==> src/rtl/cmd_loader.sv <==
// UART command loader: collects charset lines, then seed and goal bytes,
// and writes them out as RAM strobes and committed registers.
module cmd_loader #(
    parameter int unsigned NUM_POS      = 8,
    parameter int unsigned MAX_CHARS    = 64,
    parameter int unsigned SEED_BYTES   = 4,
    parameter int unsigned GOAL_BYTES   = 4,
    parameter int unsigned TIMEOUT_CLKS = 100000
) (
    input  logic                           fpgaclk,
    input  logic                           reset,
    input  logic                           rx_valid,
    input  logic [7:0]                     rx_data,
    output logic                           cs_we,
    output logic [$clog2(NUM_POS)-1:0]     cs_pos,
    output logic [$clog2(MAX_CHARS)-1:0]   cs_idx,
    output logic [7:0]                     cs_char,
    output logic                           len_we,
    output logic [$clog2(MAX_CHARS+1)-1:0] len_val,
    output logic [8*SEED_BYTES-1:0]        seed,
    output logic [8*GOAL_BYTES-1:0]        goal,
    output logic                           cfg_done,
    output logic                           busy,
    output logic                           err,
    output logic [1:0]                     err_code
);
    localparam int unsigned PosW  = $clog2(NUM_POS);
    localparam int unsigned IdxW  = $clog2(MAX_CHARS);
    localparam int unsigned LenW  = $clog2(MAX_CHARS + 1);
    localparam int unsigned CntW  = $clog2(TIMEOUT_CLKS + 1);
    localparam int unsigned BcntW = $clog2(SEED_BYTES + GOAL_BYTES + 1);
    localparam int unsigned SeedW = 8 * SEED_BYTES;
    localparam int unsigned GoalW = 8 * GOAL_BYTES;

    localparam logic [PosW-1:0]  LastPos  = PosW'(NUM_POS - 1);
    localparam logic [LenW-1:0]  FullIdx  = LenW'(MAX_CHARS);
    localparam logic [CntW-1:0]  LastIdle = CntW'(TIMEOUT_CLKS - 1);
    localparam logic [BcntW-1:0] LastSeed = BcntW'(SEED_BYTES - 1);
    localparam logic [BcntW-1:0] LastGoal = BcntW'(GOAL_BYTES - 1);

    typedef enum logic [1:0] {StCharset, StSeed, StGoal} state_e;

    state_e            state_q, state_d;
    logic [PosW-1:0]   pos_q, pos_d;
    logic [LenW-1:0]   idx_q, idx_d;
    logic [BcntW-1:0]  bcnt_q, bcnt_d;
    logic [CntW-1:0]   idle_q, idle_d;
    logic [SeedW-1:0]  seed_sh_q, seed_sh_d, seed_q, seed_d;
    logic [GoalW-1:0]  goal_sh_q, goal_sh_d, goal_q, goal_d;
    logic              cs_we_q, cs_we_d, len_we_q, len_we_d;
    logic              cfg_done_q, cfg_done_d, err_q, err_d;
    logic [1:0]        err_code_q, err_code_d;
    logic [PosW-1:0]   cs_pos_q, cs_pos_d;
    logic [IdxW-1:0]   cs_idx_q, cs_idx_d;
    logic [7:0]        cs_char_q, cs_char_d;
    logic [LenW-1:0]   len_val_q, len_val_d;
    logic              abort;

    assign busy = (state_q != StCharset) || (pos_q != '0) || (idx_q != '0);

    always_comb begin
        state_d    = state_q;
        pos_d      = pos_q;
        idx_d      = idx_q;
        bcnt_d     = bcnt_q;
        seed_sh_d  = seed_sh_q;
        goal_sh_d  = goal_sh_q;
        seed_d     = seed_q;
        goal_d     = goal_q;
        cs_pos_d   = cs_pos_q;
        cs_idx_d   = cs_idx_q;
        cs_char_d  = cs_char_q;
        len_val_d  = len_val_q;
        err_code_d = err_code_q;
        cs_we_d    = 1'b0;
        len_we_d   = 1'b0;
        cfg_done_d = 1'b0;
        err_d      = 1'b0;
        abort      = 1'b0;

        if (rx_valid) begin
            idle_d = '0;
        end else if (busy) begin
            idle_d = idle_q + CntW'(1);
        end else begin
            idle_d = '0;
        end

        if (rx_valid) begin
            unique case (state_q)
                StCharset: begin
                    cs_pos_d  = pos_q;
                    cs_idx_d  = IdxW'(idx_q);
                    cs_char_d = rx_data;
                    if (rx_data == 8'h0A) begin
                        if (idx_q == '0) begin
                            err_d      = 1'b1;
                            err_code_d = 2'd2;
                            abort      = 1'b1;
                        end else begin
                            len_we_d  = 1'b1;
                            len_val_d = idx_q;
                            idx_d     = '0;
                            if (pos_q == LastPos) begin
                                state_d = StSeed;
                                pos_d   = '0;
                                bcnt_d  = '0;
                            end else begin
                                pos_d = pos_q + PosW'(1);
                            end
                        end
                    end else if (idx_q == FullIdx) begin
                        err_d      = 1'b1;
                        err_code_d = 2'd1;
                        abort      = 1'b1;
                    end else begin
                        cs_we_d = 1'b1;
                        idx_d   = idx_q + LenW'(1);
                    end
                end
                StSeed: begin
                    seed_sh_d = (seed_sh_q << 8) | SeedW'(rx_data);
                    if (bcnt_q == LastSeed) begin
                        state_d = StGoal;
                        bcnt_d  = '0;
                    end else begin
                        bcnt_d = bcnt_q + BcntW'(1);
                    end
                end
                StGoal: begin
                    goal_sh_d = (goal_sh_q << 8) | GoalW'(rx_data);
                    if (bcnt_q == LastGoal) begin
                        seed_d     = seed_sh_q;
                        goal_d     = goal_sh_d;
                        cfg_done_d = 1'b1;
                        abort      = 1'b1;
                    end else begin
                        bcnt_d = bcnt_q + BcntW'(1);
                    end
                end
                default: abort = 1'b1;
            endcase
        end else if (busy && (idle_q == LastIdle)) begin
            // A byte on this same cycle takes priority over the timeout.
            err_d      = 1'b1;
            err_code_d = 2'd3;
            abort      = 1'b1;
        end

        if (abort) begin
            state_d = StCharset;
            pos_d   = '0;
            idx_d   = '0;
            bcnt_d  = '0;
            idle_d  = '0;
        end
    end

    always_ff @(posedge fpgaclk) begin
        if (reset) begin
            state_q    <= StCharset;
            pos_q      <= '0;
            idx_q      <= '0;
            bcnt_q     <= '0;
            idle_q     <= '0;
            seed_sh_q  <= '0;
            goal_sh_q  <= '0;
            seed_q     <= '0;
            goal_q     <= '0;
            cs_we_q    <= 1'b0;
            len_we_q   <= 1'b0;
            cfg_done_q <= 1'b0;
            err_q      <= 1'b0;
            err_code_q <= 2'd0;
            cs_pos_q   <= '0;
            cs_idx_q   <= '0;
            cs_char_q  <= '0;
            len_val_q  <= '0;
        end else begin
            state_q    <= state_d;
            pos_q      <= pos_d;
            idx_q      <= idx_d;
            bcnt_q     <= bcnt_d;
            idle_q     <= idle_d;
            seed_sh_q  <= seed_sh_d;
            goal_sh_q  <= goal_sh_d;
            seed_q     <= seed_d;
            goal_q     <= goal_d;
            cs_we_q    <= cs_we_d;
            len_we_q   <= len_we_d;
            cfg_done_q <= cfg_done_d;
            err_q      <= err_d;
            err_code_q <= err_code_d;
            cs_pos_q   <= cs_pos_d;
            cs_idx_q   <= cs_idx_d;
            cs_char_q  <= cs_char_d;
            len_val_q  <= len_val_d;
        end
    end

    assign cs_we    = cs_we_q;
    assign cs_pos   = cs_pos_q;
    assign cs_idx   = cs_idx_q;
    assign cs_char  = cs_char_q;
    assign len_we   = len_we_q;
    assign len_val  = len_val_q;
    assign seed     = seed_q;
    assign goal     = goal_q;
    assign cfg_done = cfg_done_q;
    assign err      = err_q;
    assign err_code = err_code_q;

endmodule

==> config.mk <==
export PLATFORM = sky130hd
export DESIGN_NAME = cmd_loader
export DESIGN_NICKNAME = d
export VERILOG_FILES = /design/src/rtl/cmd_loader.sv
export SDC_FILE = /design/constraint.sdc
export NUM_CORES = 1
export LEC_CHECK = 0
export CORE_UTILIZATION = 62
export CTS_CLUSTER_SIZE = 28
export DETAILED_ROUTE_END_ITERATION = 12
export DONT_BUFFER_PORTS = 1
export PLACE_DENSITY_LB_ADDON = 0.08
export SLEW_MARGIN = 10
export SYNTH_ARGS = -nofsm -noshare
export SYNTH_HDL_FRONTEND = slang
export SYNTH_SLANG_ARGS = --single-unit
export TNS_END_PERCENT = 5
==> constraint.sdc <==
create_clock -name fpgaclk -period 3 [get_ports fpgaclk]
set_clock_uncertainty 0.05 [all_clocks]
set_input_delay 0.15 -clock fpgaclk [delete_from_list [all_inputs] [get_ports fpgaclk]]
set_output_delay 0.15 -clock fpgaclk [all_outputs]
set_load 0.01 [all_outputs]
==> results of run 1 <==
==> cells in the mapped netlist, drive strengths merged (2+ instances only) <==
| master | n |
|---|---|
| buf | 11 |
| clkbuf | 45 |
| nand2 | 306 |
| nand3 | 11 |
| nor3b | 4 |
| a21o | 4 |
| nor4b | 2 |
| mux2i | 3 |
| inv | 13 |
| and3 | 2 |
| nor3 | 9 |
| or4 | 6 |
| xnor2 | 9 |
| xor2 | 10 |
| nor2b | 2 |
| and2 | 4 |
| a31oi | 3 |
| nand2b | 2 |
| o21a | 2 |
| or3 | 2 |
| and4 | 2 |
| dfxtp | 183 |
| nand4 | 9 |
| ha | 11 |
| o21ai | 4 |
| a21oi | 153 |
| nor2 | 31 |
==> metal layers <==
metal,share of wire,routed length [um]
met4,0.022,341
met3,0.053,807
met1,0.44,6660
met5,0,0
met2,0.49,7420
==> power by group through the flow <==
stage	registers (mW)	logic, mW	clock network, mW
after floorplan	2.51	0.0796	0
after global placement	2.51	0.0614	0
after detailed placement	2.51	0.0639	0
after CTS	2.45	0.117	2.05
after global routing	2.45	0.128	2.15
final	2.45	0.118	2.02
==> cells by family (layout without fill, tap and decap cells) <==
group / Yosys count / after routing / synth area share
adder cells (fa/ha/maj): 11 / 11 / 0.0199
AND/OR/NAND/NOR: 398 / 398 / 0.245
flip-flops: 183 / 183 / 0.530
buffers and inverters: 69 / 65 / 0.0397
multiplexers: 3 / 3 / 0.00616
XOR/XNOR: 19 / 19 / 0.0241
AO/OA/AOI/OAI: 174 / 174 / 0.134
==> registers in the layout, summed over array words and instances, names as in the netlist <==
signal and count:
goal 32, seed 32, seed_sh_q 32, goal_sh_q 24
idle_q 17, cs_char 8, idx_q 7, len_val 7
cs_idx 6, bcnt_q 4, cs_pos 3, pos_q 3
err_code 2, state_q 2, cfg_done 1, cs_we 1
err 1, len_we 1
==> final cells by class <==
type                            instances  area, sq um  share of cell area
Timing Repair Buffer                   20          218              0.0286
Sequential cell                       183         3660               0.481
Clock inverter                          7         71.3             0.00937
Tap cell                              140          175              0.0230
Inverter                               13         48.8             0.00641
Clock buffer                           25          464              0.0610
Multi-Input combinational cell        605         2970               0.390
==> how the worst min path moves through the flow <==
stage                    start            to  cells after the start
floorplan           rx_data[0]  goal_sh_q[0]                      2
global placement         reset    cs_char[2]                      1
detailed placement       reset     cs_pos[2]                      1
CTS                   rx_valid    cs_char[2]                      3
global route          rx_valid           err                      3
finish                   reset    len_val[6]                      2
==> per-stage QoR <==
step / utilization / setup WS (ps)
3_5_place_dp: 0.642 / 769
4_1_cts: 0.702 / 696
3_3_place_gp: 0.642 / 828
6_report: 0.702 / 682
5_1_grt: 0.702 / 602
2_1_floorplan: - / 901
==> results.yml, run 1 <==
run_status:
  status: "finished, final reports clean"
sta:
  slew_viol_final: 0
  fmax_mhz: 431
  tightest_slew_ps: 749
  fin_setup_tns_ps: 0
  min_period_ps: 2320
  max-slew-margin-rel: 0.500
  fin_crit_sh: 0.773
  grt_setup_unrepaired: "false"
  hold_viol_final: 0
  setup_viol: 0
  hold_ws_ps: 22.9
power:
  power_frac_comb: 0.026
  swShare: 0.211
  clkPwrFrac: 0.439
  seqPwrFrac: 0.535
  total_power_mw: 4.59
  p_per_area_nw_per_um2: 603
  leakage_nw: 2.53
  p_int_mw: 3.62
  ir_drop_mv: 0.489
  switching_power_uw: 967
setup_path:
  criticalPathCategory: "input pin to flop"
  required_ps: 3410
  r2r-start: "idx_q[5]"
  r2r_cells: 6
  cp-startpoint: "rx_data[5]"
  cp_cell_sequence: "dlygate4sd3_1 > or4_4 > or2_0 > or3_4 > o31a_1 > nor3b_2"
  timing.rr.end: "idx_q[2]"
  crit_buf_inv: 1
  rrSetupSlack_ps: 710
  cp-end-kind: "flop"
  crit_path_start_kind: "input pin"
  cp.depth: 6
  cp-endpoint: "state_q[0]"
  slowest_stage: "dlygate4sd3_1"
  max_stage_delay_ps: 620
  crit_fanout: 13
  arrival_ps: 2730
  path_delay_family: "simple AND/OR/NAND/NOR gates"
die:
  start_util: 0.637
  ios: 106
  die_h_um: 108
  core_area_sq_um: 10800
  num_rows: 38
  die-area_sq_um: 11600
  chipWidth_um: 108
grt:
  grt_util_met1: 0.343
  grt_use_total: 0.271
  grt_max_degree: 153
  grt_use_met2: 0.430
  antenna_found_initial: 0
  busiest_layer: "met2"
  grt_pass1_wl_um: 24400
  grt_pass1_vias: 5039
  grt_use_met3: 0.0678
  grt_overflow: 0
placed_design:
  io_buffer_count: 0
  post_dp_cell_area_sq_um: 6960
  gp_congestion: 0.867
  dp.cells: 951
  hpwl_um: 9950
clocking:
  cts_tree: "done"
  cts_made_buffers: 17
  clk_pin_slew_ps: 60
  cts_resized: 0
  cts_hold_buf: 10
  clkSinkCount: 183
  clk-insertion-delay-late_ps: 530
  cts_root_buffer: "clkbuf_8"
  htree_levels: 4
  cts_setup_buffers: 0
  ctsLongestPathBuffers: 2
cells_and_area:
  stdcell_area_sq_um: 7610
  final_cell_mix: "nand2_1 (305), dfxtp_1 (183), a21oi_1 (153)"
  nFillCells: 882
  nNetsFinal: 862
  syn_to_final_growth_pct: 10.2
  drive_gt1_frac: 0.0563
  final_cells: 993
  antenna_cells: 0
  final_common_cell: "nand2_1"
drt:
  drt_iter0_drc: 359
  wire_per_inst_um: 15.3
  via_count: 5557
  drc: 0
  totalWireLength_um: 15200
  viasPerCell: 5.60
  firstDrtPassIters: 5
  ant_nets: 0
logic_synthesis:
  synth_area_sq_um: 6910
  ys.flop_type: "dfxtp_1"
  synthesis.nets: 879
  ys_top_cells_by_area: "dfxtp_1 (53%), nand2_1 (17%), a21oi_1 (11%)"
  yosys.area.top_type: "dfxtp_1"
  synth_top_cell_area_share: 0.530
  yosys_warnings: 0
  synth-seq-cells: 183
  ys_seq_area_frac: 0.530
  synth_area_per_cell_sq_um: 8.06
  synth-edff-count: 0
  postSynth.asyncResetShare: 0
  netlist_instances: 857
  synth_cell_type_count: 51
flow_run:
  max-cap-violations: 0
hold_path:
  hold_class: "input pin to flop"
No activity file was read; power rests on OpenSTA's default activity.
==> run 2, diff against run 1 <==
ABC_AREA = 1   (was unset)
CORE_UTILIZATION = 63   (was 62)
clock period = 2.4 ns   (was 3 ns; I/O delays follow)
==> run 2 against run 1 <==
Count of clock-buffer cells in the layout fell by 7; highest routed layer unchanged; largest power group unchanged; sequential share of layout area shrank 1.7 points; area after synthesis increased by 3.9%; utilization up 1.6 points; wire length grew 3.0%.
==> results.yml, run 2 <==
run_status:
  status: "finished, final reports clean"
placed_design:
  dp.cells: 1008
  gp_congestion: 0.856
  pre_cts_ws_ps: 496
  io_buffer_count: 0
  hpwl_um: 10500
grt:
  grt_use_met2: 0.441
  antenna_found_initial: 0
  grt_max_degree: 79
  grt_use_total: 0.275
  grt_overflow: 0
  grt_pass1_vias: 5310
  grt_pass1_wl_um: 25200
  grt_util_met1: 0.346
  grt_use_met3: 0.0825
  busiest_layer: "met2"
setup_path:
  r2r-start: "state_q[0]"
  path_delay_family: "buffers and inverters"
  r2r_cells: 7
  cp-end-kind: "flop"
  crit_path_start_kind: "flop"
  rrSetupSlack_ps: 240
  crit_buf_inv: 3
  crit_fanout: 20
  required_ps: 2730
  cp_cell_sequence: "inv_1 > ha_1 > nand2_2 > inv_2 > nand2_1 > a21oi_1 > dlygate4sd3_1"
  arrival_ps: 2490
  timing.rr.end: "cs_idx[3]"
  criticalPathCategory: "flop to flop"
  max_stage_delay_ps: 560
  slowest_stage: "dlygate4sd3_1"
cells_and_area:
  multiInputGateArea_sq_um: 3030
  nFillCells: 871
  syn_to_final_growth_pct: 9.93
  nNetsFinal: 920
  final_common_cell: "nor2_1"
  final_cell_mix: "nor2_1 (194), dfxtp_1 (183), o21ai_0 (134)"
  drive_gt1_frac: 0.0900
  final_cells: 1051
  antenna_cells: 0
  regArea_sq_um: 3660
clocking:
  clk-insertion-delay-late_ps: 440
  cts_hold_buf: 11
  htree_levels: 4
  clk_pin_slew_ps: 70
  ctsLongestPathBuffers: 2
  cts_setup_buffers: 0
  clkSinkCount: 183
  cts_resized: 0
  cts_tree: "done"
  cts_root_buffer: "clkbuf_16"
  cts_made_buffers: 17
sta:
  min_period_ps: 2160
  max-slew-margin-rel: 0.493
  grt_setup_unrepaired: "false"
  fin_setup_tns_ps: 0
  fin_ws_ps: 240
  tightest_slew_ps: 760
  hold_ws_ps: 32.2
  fin_crit_sh: 0.900
  fmax_mhz: 463
  setup_viol: 0
  slew_viol_final: 0
  hold_viol_final: 0
power:
  p_int_mw: 4.67
  p_per_area_nw_per_um2: 766
  clkPwrFrac: 0.461
  leakage_nw: 3.22
  switching_power_mw: 1.37
  seqPwrFrac: 0.510
  power_frac_comb: 0.028
  swShare: 0.227
  ir_drop_mv: 0.635
die:
  chipWidth_um: 109
  die-area_sq_um: 11800
  core_area_sq_um: 11000
  ios: 106
  num_rows: 38
  start_util: 0.654
  die_h_um: 109
logic_synthesis:
  netlist_instances: 907
  ys_seq_area_frac: 0.510
  postSynth.asyncResetShare: 0
  synthesis.nets: 929
  synth_area_sq_um: 7180
  ys_top_cells_by_area: "dfxtp_1 (51%), nor2_1 (10%), o21ai_0 (9.3%)"
  synth_area_per_cell_sq_um: 7.92
  yosys_warnings: 0
  synth.most_common_cell: "nor2_1"
  yosys-top-cells-count: "nor2_1 (194), dfxtp_1 (183), o21ai_0 (134)"
  synth_cell_type_count: 35
  ys.flop_type: "dfxtp_1"
  yosys.area.top_type: "dfxtp_1"
  synth-seq-cells: 183
  synth-edff-count: 0
  synth_top_cell_area_share: 0.510
drt:
  drt_iter0_drc: 392
  totalWireLength_um: 15700
  firstDrtPassIters: 4
  viasPerCell: 5.59
  via_count: 5873
  ant_nets: 0
  wire_per_inst_um: 14.9
  drc: 0
hold_path:
  hold_start: "rx_valid"
  hold_class: "input pin to flop"
  hold_depth: 4
  min_to: "bcnt_q[3]"
flow_run:
  max-cap-violations: 0
[run 2: cell type report]
type | instances | area share
Sequential cell | 183 | 0.464
Clock buffer | 18 | 0.0544
Timing Repair Buffer | 18 | 0.0206
Clock inverter | 14 | 0.0211
Multi-Input combinational cell | 608 | 0.384
Inverter | 70 | 0.0334
Tap cell | 140 | 0.0222
[run 2: through the flow]
stage	instance area [sq um]	util	power [mW]
2_1_floorplan	7180	-	3.28
3_3_place_gp	7190	0.654	3.30
3_5_place_dp	7190	0.654	3.30
4_1_cts	7890	0.719	6.07
5_1_grt	7890	0.719	6.24
6_report	7890	0.719	6.04
[run 2: logic make-up (layout without fill, tap and decap cells)]
kind of cell	Yosys count	after routing	share of synthesized area
compound gates	223	223	0.160
xor+xnor	16	16	0.0195
fa+ha+maj	11	11	0.0192
buf+inv	116	120	0.0674
flops	183	183	0.510
simple gates	358	358	0.224
[run 2: metal layers]
metal	vias up	share of wire
met5	-	0
met4	0	0.019
met3	22	0.075
met2	173	0.46
met1	2740	0.44
li1	2938	-
[run 2: power by group through the flow]
stage               Clock (mW)  Combinational [mW]  Sequential (mW)
finish                    2.79               0.172             3.08
global route              2.97               0.191             3.09
CTS                       2.81               0.171             3.08
detailed placement           0               0.149             3.15
global placement             0               0.145             3.15
floorplan                    0               0.128             3.15
[run 2: worst min-delay path, stage by stage]
cell	delay, ps
nand2_1	40
nand2_1	130
nand3_1	120
a21oi_1	60
[run 2: how the worst max path moves through the flow]
stage                      to        from  depth (start not counted)  slack, ps
detailed placement  bcnt_q[0]  state_q[0]                          7        500
global placement    bcnt_q[2]  state_q[0]                          7        570
finish              cs_idx[3]  state_q[0]                          7        240
CTS                 cs_idx[3]  state_q[0]                          7        260
floorplan            pos_q[1]  state_q[0]                          9        800
global route        cs_idx[3]  state_q[0]                          7        120
==> run 3, diff against run 2 <==
==> constraint.sdc (replaced) <==
create_clock -name fpgaclk -period 2.4 [get_ports fpgaclk]
set_clock_uncertainty 0.05 [all_clocks]
set_input_delay 0.24 -clock fpgaclk [delete_from_list [all_inputs] [get_ports fpgaclk]]
set_output_delay 0.24 -clock fpgaclk [all_outputs]
set_load 0.01 [all_outputs]
==> run 3 against run 2 <==
First-iteration DRC count increased by 2.6%; final cell count is 0.29% lower; combinational power about the same; critical path depth is the same; largest cell class unchanged; count of clock-buffer cells in the layout up 2; worst setup slack better by 230 ps.
==> results.yml, run 3 (synthesized netlist as in run 2, its figures left out) <==
run_status:
  status: "finished, final reports clean"
power:
  clkPwrFrac: 0.458
  seqPwrFrac: 0.513
  p_per_area_nw_per_um2: 765
  switching_power_mw: 1.33
  power_frac_comb: 0.028
  ir_drop_mv: 0.554
  total_power_mw: 6.01
  swShare: 0.221
  p_int_mw: 4.68
  leakage_nw: 3.21
setup_path:
  r2r-start: "state_q[0]"
  cp-endpoint: "state_q[1]"
  crit_path_start_kind: "flop"
  cp-end-kind: "flop"
  rrSetupSlack_ps: 470
  criticalPathCategory: "flop to flop"
  arrival_ps: 2230
  timing.rr.end: "state_q[1]"
  crit_fanout: 20
  required_ps: 2700
  cp-startpoint: "state_q[0]"
  r2r_cells: 7
die:
  chipWidth_um: 109
  core_area_sq_um: 11000
  die-area_sq_um: 11800
  num_rows: 38
  ios: 106
  start_util: 0.654
  die_h_um: 109
sta:
  slew_viol_final: 0
  max-slew-margin-rel: 0.500
  fin_setup_tns_ps: 0
  fin_crit_sh: 0.804
  min_period_ps: 1930
  hold_viol_final: 0
  tightest_slew_ps: 749
  fmax_mhz: 518
  setup_viol: 0
  grt_setup_unrepaired: "false"
clocking:
  clkSinkCount: 183
  clk-insertion-delay-late_ps: 430
  cts_tree: "done"
  cts_hold_buf: 8
  cts_made_buffers: 17
  cts_root_buffer: "clkbuf_16"
  ctsLongestPathBuffers: 2
  cts_resized: 0
  cts_setup_buffers: 0
  clk_pin_slew_ps: 70
  htree_levels: 4
cells_and_area:
  nFillCells: 870
  final_cell_mix: "nor2_1 (194), dfxtp_1 (183), o21ai_0 (134)"
  drive_gt1_frac: 0.0892
  syn_to_final_growth_pct: 9.53
  nNetsFinal: 917
  regArea_sq_um: 3660
  multiInputGateArea_sq_um: 3030
  final_common_cell: "nor2_1"
  antenna_cells: 0
drt:
  wire_per_inst_um: 15.0
  viasPerCell: 5.61
  via_count: 5877
  drt_iter0_drc: 402
  ant_nets: 0
  totalWireLength_um: 15800
  drc: 0
  firstDrtPassIters: 5
flow_run:
  max-cap-violations: 0
grt:
  grt_pass1_wl_um: 25400
  grt_max_degree: 103
  antenna_found_initial: 0
  grt_pass1_vias: 5401
  grt_overflow: 0
  grt_use_total: 0.277
placed_design:
  io_buffer_count: 0
  gp_congestion: 0.889
  hpwl_um: 10600
hold_path:
  hold_class: "input pin to flop"
## run 3: worst min-delay path by stage
stage,start,end,depth (start not counted)
finish,rx_data[6],goal_sh_q[6],2
global route,rx_data[5],goal[5],2
CTS,rx_data[6],goal_sh_q[6],2
detailed placement,reset,cs_idx[3],1
global placement,reset,cs_idx[3],1
floorplan,rx_data[1],goal[1],2
## run 3: critical path, stage by stage (launching register included)
cell     delay, ps
dfxtp_1        360
inv_1           90
ha_1           270
nand2_2        230
inv_2          220
nand3_4        160
nand3_4        240
a21oi_1        210
## run 3: power groups by stage
stage	clock, mW	sequential, mW	combinational [mW]
after CTS	2.78	3.09	0.169
after detailed placement	0	3.15	0.152
after global routing	2.93	3.09	0.189
after floorplan	0	3.15	0.128
final	2.76	3.09	0.171
after global placement	0	3.15	0.146
## run 3: per-layer routing
layer / part of all wire / GRT usage
met1: 0.43 / 0.348
met2: 0.47 / 0.441
met3: 0.074 / 0.0819
met4: 0.023 / 0.120
met5: 0 / 0
## run 3: metrics by stage
stage               utilization  instance area [sq um]  std cells  setup slack, ps  hold slack, ps
floorplan                     -                   7180        907              804             293
global placement          0.656                   7200       1008              600             263
detailed placement        0.656                   7200       1008              491             264
CTS                       0.716                   7860       1048              472            7.94
global route              0.716                   7860       1048              340            27.6
finish                    0.716                   7860       1048              470            20.0
## run 3: cell type report
cell class | count | share of cell area
clock buffer | 20 | 0.0568
sequential | 183 | 0.466
tap | 140 | 0.0223
inverter | 70 | 0.0336
clock inverter | 12 | 0.0175
timing repair buffer | 15 | 0.0185
multi-input combinational | 608 | 0.386
